$ cat src/rtl/mem_access_unit.sv
// Memory-stage load/store unit: drives one req/ack data-bus transaction per access,
// stalls the pipeline until it completes, and returns extended load data for MEM/WB.
module mem_access_unit #(
    parameter int TIMEOUT = 64
) (
    input  logic        clk,
    input  logic        rst,
    input  logic        MemEn_MEM,
    input  logic        MemRW_MEM,
    input  logic [2:0]  WordSizeSel_MEM,
    input  logic [31:0] ALU_o_MEM,
    input  logic [31:0] RS2_MEM,
    output logic [31:0] DMEM_MEM,
    output logic        Stall_MEM,
    output logic        MisAlign_MEM,
    output logic        BusErr_MEM,
    output logic        dbus_req,
    output logic        dbus_we,
    output logic [31:0] dbus_addr,
    output logic [31:0] dbus_wdata,
    output logic [3:0]  dbus_be,
    input  logic        dbus_ack,
    input  logic [31:0] dbus_rdata,
    output logic [1:0]  fsm_state
);

    // Bus handshake: dbus_req stays high from the start edge until the edge that sees
    // dbus_ack (or the timeout); we/addr/wdata/be are frozen for that whole window and
    // dbus_ack is a single-cycle pulse sampled only while in BUSY.
    localparam logic [1:0] IDLE = 2'd0;
    localparam logic [1:0] BUSY = 2'd1;
    localparam logic [1:0] DONE = 2'd2;
    localparam logic [7:0] TIMEOUT_LAST = 8'(TIMEOUT - 1);

    logic [1:0]  state;
    logic [7:0]  wait_cnt;
    logic [2:0]  size_q;
    logic [1:0]  lane_q;
    logic [31:0] dmem_q;
    logic        buserr_q;

    logic        is_half;
    logic        is_word;
    logic        misalign;
    logic        start;
    logic [3:0]  be_next;
    logic [31:0] wdata_next;
    logic [31:0] lane_word;
    logic [31:0] load_ext;

    assign is_half  = (WordSizeSel_MEM[1:0] == 2'b01);
    assign is_word  = WordSizeSel_MEM[1];
    assign misalign = MemEn_MEM & ((is_half & ALU_o_MEM[0]) | (is_word & (ALU_o_MEM[1:0] != 2'b00)));
    assign start    = (state == IDLE) & MemEn_MEM & ~misalign;

    always_comb begin
        be_next    = 4'b1111;
        wdata_next = RS2_MEM;
        if (is_word) begin
            be_next    = 4'b1111;
            wdata_next = RS2_MEM;
        end else if (is_half) begin
            be_next    = 4'b0011 << ALU_o_MEM[1:0];
            wdata_next = {2{RS2_MEM[15:0]}};
        end else begin
            be_next    = 4'b0001 << ALU_o_MEM[1:0];
            wdata_next = {4{RS2_MEM[7:0]}};
        end
    end

    // Lane selection uses the address captured at start, not the live EX/MEM value.
    always_comb begin
        lane_word = dbus_rdata >> {lane_q, 3'b000};
        load_ext  = lane_word;
        case (size_q[1:0])
            2'b00:   load_ext = {{24{~size_q[2] & lane_word[7]}}, lane_word[7:0]};
            2'b01:   load_ext = {{16{~size_q[2] & lane_word[15]}}, lane_word[15:0]};
            default: load_ext = lane_word;
        endcase
    end

    always_ff @(posedge clk or posedge rst) begin
        if (rst) begin
            state      <= IDLE;
            wait_cnt   <= 8'd0;
            size_q     <= 3'd0;
            lane_q     <= 2'd0;
            dmem_q     <= 32'd0;
            buserr_q   <= 1'b0;
            dbus_req   <= 1'b0;
            dbus_we    <= 1'b0;
            dbus_addr  <= 32'd0;
            dbus_wdata <= 32'd0;
            dbus_be    <= 4'd0;
        end else begin
            case (state)
                IDLE: begin
                    if (start) begin
                        state      <= BUSY;
                        wait_cnt   <= 8'd0;
                        size_q     <= WordSizeSel_MEM;
                        lane_q     <= ALU_o_MEM[1:0];
                        dmem_q     <= 32'd0;
                        buserr_q   <= 1'b0;
                        dbus_req   <= 1'b1;
                        dbus_we    <= MemRW_MEM;
                        dbus_addr  <= {ALU_o_MEM[31:2], 2'b00};
                        dbus_wdata <= wdata_next;
                        dbus_be    <= be_next;
                    end
                end
                BUSY: begin
                    // An ack landing on the final count still wins over the timeout.
                    if (dbus_ack) begin
                        state    <= DONE;
                        dbus_req <= 1'b0;
                        dmem_q   <= dbus_we ? 32'd0 : load_ext;
                        buserr_q <= 1'b0;
                    end else if (wait_cnt == TIMEOUT_LAST) begin
                        state    <= DONE;
                        dbus_req <= 1'b0;
                        dmem_q   <= 32'd0;
                        buserr_q <= 1'b1;
                    end else begin
                        wait_cnt <= wait_cnt + 8'd1;
                    end
                end
                DONE: begin
                    state    <= IDLE;
                    dmem_q   <= 32'd0;
                    buserr_q <= 1'b0;
                end
                default: begin
                    state    <= IDLE;
                    dbus_req <= 1'b0;
                end
            endcase
        end
    end

    // Reset masks the combinational outputs so they fall without waiting for a clock.
    assign Stall_MEM    = ~rst & (start | (state == BUSY));
    assign MisAlign_MEM = ~rst & misalign;
    assign DMEM_MEM     = dmem_q;
    assign BusErr_MEM   = buserr_q;
    assign fsm_state    = state;

endmodule

$ cat config.mk
export PLATFORM = sky130hd
export DESIGN_NAME = mem_access_unit
export DESIGN_NICKNAME = d
export VERILOG_FILES = /design/src/rtl/mem_access_unit.sv
export SDC_FILE = /design/constraint.sdc
export NUM_CORES = 1
export LEC_CHECK = 0
export CAP_MARGIN = 20
export CORE_MARGIN = 5
export CORE_UTILIZATION = 47
export DETAILED_ROUTE_END_ITERATION = 16
export MAX_ROUTING_LAYER = met4
export PLACE_DENSITY = 0.9
export SLEW_MARGIN = 20
export SYNTH_ARGS = -nofsm -noshare
export SYNTH_HDL_FRONTEND = slang
export SYNTH_SLANG_ARGS = --single-unit
$ cat constraint.sdc
create_clock -name clk -period 7.3 [get_ports clk]
set_clock_uncertainty 0.2 [all_clocks]
set_input_delay 1.825 -clock clk [delete_from_list [all_inputs] [get_ports clk]]
set_output_delay 1.825 -clock clk [all_outputs]
set_load 0.01 [all_outputs]
==> results.yml <==
final_layout:
  postLayoutCellArea_sq_um: 8150
  area_growth_from_synthesis_to_layout_pct: 51.9
  insertedDiodeCount: 0
  layout.nets: 823
  instances_no_fill: 874
  final_layout_size_suffix_gt1_share_pct: 8.62
synth:
  netlist.area_leader.share_pct: 54.1
  postSynthCellCount: 518
  ys_types: 53
  synth_compound_gate_area_share_pct: 16.9
  netlist_area_sq_um: 5370
  synth_mux_area_share_pct: 7.39
  yosys_warnings: 0
  synth.top_cells.by_count: "sky130_fd_sc_hd__nand2_1, sky130_fd_sc_hd__dfrtp_1, sky130_fd_sc_hd__nor2_1, sky130_fd_sc_hd__mux2i_1, sky130_fd_sc_hd__a221o_1"
  synth_flop_cell: "sky130_fd_sc_hd__dfrtp_1"
  largest_family_of_logic_cells_by_synthesized_area: "simple AND/OR/NAND/NOR gates"
  post-synth-top-count-cell: "sky130_fd_sc_hd__nand2_1"
  number_of_flops_mapped_to_enable_cells_by_yosys: 0
  synth_simple_gate_area_share_pct: 17.4
  async_reset_ff_share_pct: 100
  sequential_fraction_of_the_synthesis_area_pct: 54.1
  synthTopCellsByArea: "sky130_fd_sc_hd__dfrtp_1, sky130_fd_sc_hd__nand2_1, sky130_fd_sc_hd__mux2i_1"
  synth-seq-cells: 116
  synth_area_per_cell_sq_um: 10.4
  post-synth-top-area-cell: "sky130_fd_sc_hd__dfrtp_1"
  synth-xor-area-share_pct: 0.163
  synth_fa_ha_area_share_pct: 0.233
global_routing:
  first_pass_grt_wire_length_um: 26400
  grt.total_usage_pct: 25.5
  globalRoute.totalOverflow: 0
  pin_count_of_the_biggest_net_entering_global_routing: 77
  number_of_global_route_vias_before_repair: 5235
  initial_antenna_violation_count: 0
routing:
  wl_per_cell_um: 19.5
  post_drt_via_cell_ratio: 5.85
  drt_pass1_iterations: 5
  dr.first_iter.drc_count: 492
  routed_wl_um: 17000
  via_count: 5116
  drcViolationCount: 0
  route.antenna.remaining_nets: 0
floorplan:
  top_level_ports: 211
  initial_core_util_pct: 47.4
  die_span_x_um: 117
  design.core.area_sq_um: 11300
  die_area_sq_um: 13700
  core.rowCount: 39
  die_h_um: 117
clock_tree:
  postCtsSetupBuffers: 0
  hold_buf_cts: 0
  ctsHtreeMaxLevel: 4
  cts_root_buffer: "sky130_fd_sc_hd__clkbuf_16"
  ctsResizeCount: 0
  cts_inserted_buffers: 17
  cts_max_path_buffers: 2
  clk-insertion-delay-late_ns: 0.40
  cts_tree: "done"
  clkSlewWorstSetupHoldPaths_ns: 0.05
  cts_num_sinks: 116
worst_setup_path:
  type_of_element_capturing_the_critical_path: "output pin"
  critical_path_arrival_ns: 3.97
  worst_setup_path_type: "in2out"
  peak_fanout_along_the_critical_path: 9
  critPathRequiredTime_ns: 5.28
  timing.critical_path.from_type: "primary input"
power:
  irDropWorstVdd_mv: 0.195
  power.total_mw: 2.76
  power.leakage_nw: 3.71
  power_density_nw_per_um2: 338
placement:
  place.port_buffers: 208
  placed_cells: 841
  post-dp-hpwl_um: 12000
  placedInstanceArea_sq_um: 7510
  routabilityCongestion: 0.901
sta:
  grt_setup_unrepaired: "false"
  fmax_mhz: 167
  worst_hold_slack_ns: 0.262
  setup_total_negative_slack_ns: 0
  worst_slew_pin_slew_ns: 1.14
  setup_viol: 0
  timing.final.hold_violations: 0
  slew_violations: 0
  max_slew_margin_pct: 24.3
  final_period_minus_worst_setup_slack_ns: 5.99
  layout_worst_path_cycle_share_pct: 82.1
run:
  max-cap-violations: 0
worst_hold_path:
  worst_hold_path_type: "reg2reg"
run_status:
  status: "finished, final reports clean"
## critical path, stage by stage
cell	delay, ns
sky130_fd_sc_hd__clkdlybuf4s50_1	0.55
sky130_fd_sc_hd__nor4b_1	0.67
sky130_fd_sc_hd__a22oi_2	0.19
sky130_fd_sc_hd__a21oi_1	0.17
sky130_fd_sc_hd__clkdlybuf4s50_1	0.56
## per-stage QoR
step	util (%)	setup slack, ns
global route	72.0	1.24
global placement	66.3	1.49
floorplan	-	2.20
CTS	71.8	1.33
finish	72.0	1.31
detailed placement	66.3	1.33
## final cells by class
| cell class | count | area, sq um |
|---|---|---|
| clock inverters | 14 | 176 |
| multi-input cells | 361 | 2280 |
| well taps | 143 | 179 |
| clock buffers | 18 | 439 |
| flip-flops and latches | 116 | 2900 |
| fillers | 798 | 3170 |
| repair buffers | 214 | 2150 |
| inverters | 8 | 32.5 |
## flip-flops by register name (all words and copies together) (netlist names)
register    flops
size_q          3
dbus_we         1
dbus_wdata     32
dbus_be         4
fsm_state       2
lane_q          2
BusErr_MEM      1
DMEM_MEM       32
wait_cnt        8
dbus_addr      30
dbus_req        1
## cell usage in the layout (no fill, tap or decap), drive strengths merged, types with 4 or more instances in the layout
| cell type | instances |
|---|---|
| a32o | 7 |
| a211o | 15 |
| nand3 | 5 |
| clkbuf | 18 |
| clkdlybuf4s50 | 208 |
| a21oi | 10 |
| nor2 | 34 |
| nand2 | 136 |
| or4 | 4 |
| o211ai | 7 |
| o21ai | 13 |
| mux2i | 25 |
| dfrtp | 116 |
| buf | 6 |
| mux2 | 9 |
| a22oi | 7 |
| a221o | 24 |
| nor2b | 9 |
| o22ai | 5 |
| clkinv | 6 |
| a22o | 10 |
| or2 | 4 |
| inv | 11 |
## power by group
| part | leakage [nW] | switching, mW | internal, mW |
|---|---|---|---|
| Sequential | 1.48 | 0.141 | 0.826 |
| Combinational | 1.93 | 0.419 | 0.517 |
| Clock | 0.297 | 0.307 | 0.550 |
| Total | 3.71 | 0.867 | 1.89 |
## final timing paths
check / startpoint / endpoint / slack [ns] / cells past startpoint
max in group asynchronous: rst / lane_q[1] / 3.86 / 3
setup reg to reg: fsm_state[0] / DMEM_MEM[27] / 4.58 / 4
hold reg to reg: dbus_addr[16] / dbus_addr[16] / 0.26 / 2
setup / recovery: WordSizeSel_MEM[1] / Stall_MEM / 1.31 / 5
hold / removal: dbus_addr[16] / dbus_addr[16] / 0.26 / 2
min in group asynchronous: rst / dbus_wdata[8] / 1.80 / 2
## cell families (layout without fill, tap and decap cells)
| logic type | after synthesis | after routing |
|---|---|---|
| xor+xnor | 1 | 1 |
| compound gates | 111 | 111 |
| flops | 116 | 116 |
| simple gates | 210 | 210 |
| other cells | 1 | 2 |
| mux | 36 | 36 |
| fa+ha+maj | 1 | 1 |
| buf+inv | 42 | 254 |
## metal layers
metal	part of all wire [%]	track usage, %	wire length (um)	up-vias
met1	38	29.8	6430	2533
met5	0	-	0	-
met3	7.8	5.55	1330	53
met2	51	43.0	8750	279
met4	3.1	10.3	529	0
li1	-	-	-	2251
Note: power is estimated with default switching activity, not from simulation.
